$ cat config.mk
export PLATFORM = sky130hd
export DESIGN_NAME = digit_serial_adder
export DESIGN_NICKNAME = d
export VERILOG_FILES = /design/src/rtl/digit_serial_adder.sv
export SDC_FILE = /design/constraint.sdc
export NUM_CORES = 1
export LEC_CHECK = 0
export BUFFER_PORTS_ARGS = -buffer_cell sky130_fd_sc_hd__buf_4
export CORE_MARGIN = 4
export CORE_UTILIZATION = 55
export DETAILED_ROUTE_END_ITERATION = 10
export PLACE_DENSITY_LB_ADDON = 0.15
export SYNTH_ARGS = -nofsm -noshare
export SYNTH_HDL_FRONTEND = slang
export SYNTH_SLANG_ARGS = --single-unit
$ cat constraint.sdc
create_clock -name clk -period 3.9 [get_ports clk]
set_clock_uncertainty 0.2 [all_clocks]
set_input_delay 0.195 -clock clk [delete_from_list [all_inputs] [get_ports clk]]
set_output_delay 0.195 -clock clk [all_outputs]
set_load 0.02 [all_outputs]
$ cat src/rtl/digit_serial_adder.sv
// Digit-serial two's complement adder: WIDTH-bit operands, DIGIT bits per clock.
// Optional add/subtract mode enabled by defining DIGIT_SERIAL_ADDER_ADDSUB_EN.
module digit_serial_adder #(
  parameter int WIDTH = 16,
  parameter int DIGIT = 4
) (
  input  logic             clk,
  input  logic             rst_n,
  input  logic             start,
  input  logic [WIDTH-1:0] a,
  input  logic [WIDTH-1:0] b,
  input  logic             cin,
`ifdef DIGIT_SERIAL_ADDER_ADDSUB_EN
  input  logic             sub,
`endif
  output logic             busy,
  output logic             done,
  output logic [WIDTH-1:0] sum,
  output logic             cout,
  output logic             ovf
);

  localparam int NDIG = WIDTH / DIGIT;
  localparam int CW   = (NDIG > 1) ? $clog2(NDIG) : 1;
  localparam logic [CW-1:0] LAST = CW'(NDIG - 1);

  typedef enum logic [1:0] {IDLE, RUN, DONE} state_t;

  state_t           state;
  logic [WIDTH-1:0] a_sr;
  logic [WIDTH-1:0] b_sr;
  logic [WIDTH-1:0] sum_sr;
  logic             carry;
  logic [CW-1:0]    cnt;

  logic [DIGIT-1:0] dsum;
  logic [DIGIT:0]   c;
  logic [WIDTH-1:0] sum_next;
  logic [WIDTH-1:0] load_b;
  logic             load_c;

  // Ripple of full-adder cells across one digit, fed by the registered carry.
  always_comb begin
    c    = '0;
    dsum = '0;
    c[0] = carry;
    for (int i = 0; i < DIGIT; i++) begin
      dsum[i]  = a_sr[i] ^ b_sr[i] ^ c[i];
      c[i+1]   = (a_sr[i] & b_sr[i]) | (c[i] & (a_sr[i] ^ b_sr[i]));
    end
  end

  // New digit enters at the top so the full sum is aligned after NDIG shifts.
  assign sum_next = (sum_sr >> DIGIT) | (WIDTH'(dsum) << (WIDTH - DIGIT));

`ifdef DIGIT_SERIAL_ADDER_ADDSUB_EN
  assign load_b = sub ? ~b : b;
  assign load_c = sub ? 1'b1 : cin;
`else
  assign load_b = b;
  assign load_c = cin;
`endif

  always_ff @(posedge clk or negedge rst_n) begin
    if (!rst_n) begin
      state  <= IDLE;
      busy   <= 1'b0;
      done   <= 1'b0;
      sum    <= '0;
      cout   <= 1'b0;
      ovf    <= 1'b0;
      a_sr   <= '0;
      b_sr   <= '0;
      sum_sr <= '0;
      carry  <= 1'b0;
      cnt    <= '0;
    end else begin
      done <= 1'b0;
      case (state)
        IDLE, DONE: begin
          if (start) begin
            a_sr  <= a;
            b_sr  <= load_b;
            carry <= load_c;
            cnt   <= '0;
            busy  <= 1'b1;
            state <= RUN;
          end else begin
            state <= IDLE;
          end
        end
        RUN: begin
          a_sr   <= a_sr >> DIGIT;
          b_sr   <= b_sr >> DIGIT;
          sum_sr <= sum_next;
          carry  <= c[DIGIT];
          cnt    <= cnt + CW'(1);
          if (cnt == LAST) begin
            sum   <= sum_next;
            cout  <= c[DIGIT];
            ovf   <= c[DIGIT] ^ c[DIGIT-1];
            busy  <= 1'b0;
            done  <= 1'b1;
            state <= DONE;
          end
        end
        default: state <= IDLE;
      endcase
    end
  end

endmodule

==> results list <==
- In this run, placement finished with an instance count of 384.
* Row count: 27
- The signal on the critical path passes through fa_1 -> inv_1 -> fa_1 -> inv_1 -> fa_1 -> inv_1 -> fa_1 -> o21ai_0.
- For the worst setup path, the data required time is 3.94 ns.
* Max IR drop VDD: 383 uV
- After layout, the worst setup slack is 1.37 ns.
- Share of post-route cells with drive strength above 1: 24.3%
- Leakage power of the design: 1.95 nW
* Total of max-cap violations: 0
- The total overflow left after global routing is 0.
- Prior to clock tree synthesis, the placed netlist has a worst setup slack of 1.41 ns.
- Area growth from synthesis to layout: 30.8%
- Synth warn: 0
- Most Frequent Cell on Critical Path: sky130_fd_sc_hd__fa_1
- The finished layout holds 434 standard cells, fillers aside.
- Quantity of gates resized following cts: 0
- RSZ-0062 raised after global routing: no
- By startpoint and endpoint, the worst setup path is classified as flip-flop to flip-flop.
- The initial antenna violation count came to 0.
- CP bufs+invs: 3
- Async set or reset register ratio after synthesis: 100%
- The number of clock buffers added by TritonCTS is 9.
- Clock tree from TritonCTS: done
- Max Buffers Root-to-Sink: 2
* Fmax achieved: 0.395 GHz
- Cells fill 73.9% of the core in the end.
- Synthesis produced 274 cells.
* Capturing point of the worst reg2reg path: sum_sr[15]
* Kind of path behind the tightest hold check: input port to flip-flop
- The final critical path takes up 64.8% of the cycle.
- Leading register cell type out of synthesis: sky130_fd_sc_hd__dfrtp_1
- The total area inside the core boundary comes to 0.00547 mm^2.
- After clock tree synthesis, the clock-pin slew on the worst setup and hold paths is 0.07 ns.
* Power density normalized to cell area: 824 mW/mm^2
- The final layout contains 398 nets.
* Number of slew-limit violations in the final report: 0
* Clock network latency to the later pin of the worst-skew pair: 0.34 ns
- R2R Path Start: a_sr[0]
* WL per Instance: 14.9 um
- Yosys instantiated no cell more often than sky130_fd_sc_hd__dfrtp_1.
- Final HPWL DP: 4120 um
- Syn Area/Cell: 11.3 um^2
- The routed layout has 2,286 vias.
- Yosys mapped a number of flops with a built-in enable equal to 0.
- Proportion of netlist area held by the largest area contributor: 55.8%
- Critical path's slowest cell: sky130_fd_sc_hd__fa_1
- Number of remaining DRC errors: 0
- Final GP Congestion: 0.732
- Io pins: 56
* Final setup violation count: 0
- Global routing usage summed across all routing layers: 20.3%
- Total die area: 0.00688 mm^2
- Counting instances, the worst hold path has a depth of 3.
* Vias in the first global route: 2,407
- Sequential fraction of the synthesis area: 55.8%
- At the worst endpoint, the arrival time is 2.57 ns.
- Biggest cell delay along the critical path: 0.42 ns
- For the pin with the worst max-slew slack, the measured transition is 0.904 ns.
* Min-delay src: start
- The detailed router finished its first iteration with 126 violations.
- In this run the worst path has a maximum fanout of 3.
- Most instantiated cells after synthesis: sky130_fd_sc_hd__dfrtp_1 (69), sky130_fd_sc_hd__nand2_1 (40), sky130_fd_sc_hd__a21oi_1 (14)
- The mapped netlist covers 0.00309 mm^2.
- After synthesis, the cell types taking the most area are sky130_fd_sc_hd__dfrtp_1 (56%), sky130_fd_sc_hd__mux2_4 (4.9%), sky130_fd_sc_hd__nand2_1 (4.9%), sky130_fd_sc_hd__mux2i_1 (3.9%), sky130_fd_sc_hd__a211oi_1 (2.7%).
* Clock period minus final worst setup slack: 2.53 ns
* Port Buffer Count: 55
- Final count of hold timing violations: 0
* Run status: finished clean
* Detail Route Antenna Nets: 0
* Global-route wire length before repair: 11,200 um
- Root cell of the clock tree: sky130_fd_sc_hd__clkbuf_8
- Synthesized net count: 315
* Sum of routed wire length over all layers: 6480 um
- Remaining max-slew budget at the tightest pin: 39.8%
- The worst setup path is captured at a flip-flop.
- Entering global routing, the biggest net connects 70 pins.
- Clock H-tree levels: 3
- Using the TritonRoute via totals, the vias-per-cell ratio works out to 5.27.
- Slack of the worst reg-to-reg path: 1.37 ns
- Worst Reg2Reg Path Length in Cells: 8
- DIE HEIGHT: 83.0 um
- In this run, synthesis produced a sequential element count of 69.
- After synthesis, the netlist uses 30 different library cells.
* Starting density of the core: 56.5%
- Critical Path Source Type: flip-flop
- 1st-pass router iterations: 4
* Sink count of the clock tree: 69
- Final setup TNS: 0 ns
- Dominant delay contributor by cell family on the critical path: adder cells
- End point of the worst hold path: busy
- The synthesized design spends more area on one cell type than any other, namely sky130_fd_sc_hd__dfrtp_1.
* # diodes: 0
* Overall die width: 83.0 um
how the worst max path moves through the flow:
stage / start / to / slack, ns / depth (start not counted)
2_1_floorplan: a_sr[0] / sum_sr[15] / 1.56 / 8
3_3_place_gp: a_sr[0] / sum_sr[15] / 1.49 / 8
3_5_place_dp: a_sr[0] / sum_sr[15] / 1.41 / 8
4_1_cts: a_sr[0] / sum_sr[15] / 1.35 / 8
5_1_grt: a_sr[0] / sum_sr[15] / 1.26 / 8
6_report: a_sr[0] / sum_sr[15] / 1.37 / 8
report_power, final:
part | total, mW | switching [mW] | internal [mW]
clock | 0.601 | 0.257 | 0.344
sequential | 1.33 | 0.276 | 1.06
combinational | 1.40 | 0.725 | 0.670
total | 3.33 | 1.26 | 2.07
placed cells by master, fill, tap and decap left out, drive strengths merged:
cell type	count
nand2	40
clkbuf	12
a22o	8
mux2i	12
ha	1
a22oi	4
buf	58
nor3	9
nor2	13
inv	10
dlygate4sd3	34
mux2	15
bufinv	1
a211oi	11
xnor2	1
clkinv	3
dfrtp	69
o22ai	10
fa	4
nand3b	1
nand2b	2
o21ai	10
a21oi	14
nor2b	13
xor2	1
nand3	6
state kept, by name (all words and copies together), names as in the netlist:
name and count:
a_sr 16, b_sr 16, sum 16, sum_sr 12, cnt 2, state 2, busy 1, carry 1
cout 1, done 1, ovf 1
timing repair:
action / in CTS / in global routing
hold buffers: 34 / 0
hold endpoints to repair: 102 / 0
buffers inserted: 0 / 0
stage by stage:
step                      power (mW)  hold WS [ns]  cell area [um^2]
after floorplan                 2.30        -0.301              3090
after global placement          2.67         0.164              3490
after detailed placement        2.72         0.160              3490
after CTS                       3.36        0.0552              4040
after global routing            3.60         0.113              4040
final                           3.33        0.0717              4040
layer usage:
metal / vias to the layer above / track usage (%) / routed length, um
li1: 1105 / - / -
met4: 0 / 7.13 / 83
met5: - / 0 / 0
met2: 75 / 33.5 / 3150
met1: 1095 / 25.9 / 2880
met3: 11 / 5.46 / 358
cell families after synthesis:
| kind of cell | count (synthesis) | share of synthesized area [%] |
|---|---|---|
| compound gates | 57 | 11.8 |
| mux | 27 | 10.6 |
| buf+inv | 30 | 5.34 |
| fa+ha+maj | 5 | 2.99 |
| simple gates | 84 | 12.9 |
| xor+xnor | 2 | 0.567 |
| flops | 69 | 55.8 |
cell type report:
cell class | instances | area (um^2)
Clock buffer | 12 | 165
Clock inverter | 4 | 45.0
Fill cell | 400 | 1430
Inverter | 10 | 37.5
Multi-Input combinational cell | 175 | 1200
Sequential cell | 69 | 1730
Tap cell | 72 | 90.1
Timing Repair Buffer | 92 | 776
worst reg2reg max path, cell delays in order (launching register included):
cell,delay [ns]
sky130_fd_sc_hd__dfrtp_1,0.41
sky130_fd_sc_hd__fa_1,0.42
sky130_fd_sc_hd__inv_1,0.08
sky130_fd_sc_hd__fa_1,0.16
sky130_fd_sc_hd__inv_1,0.05
sky130_fd_sc_hd__fa_1,0.41
sky130_fd_sc_hd__inv_1,0.09
sky130_fd_sc_hd__fa_1,0.42
sky130_fd_sc_hd__o21ai_0,0.20
Note: power is estimated with default switching activity, not from simulation.
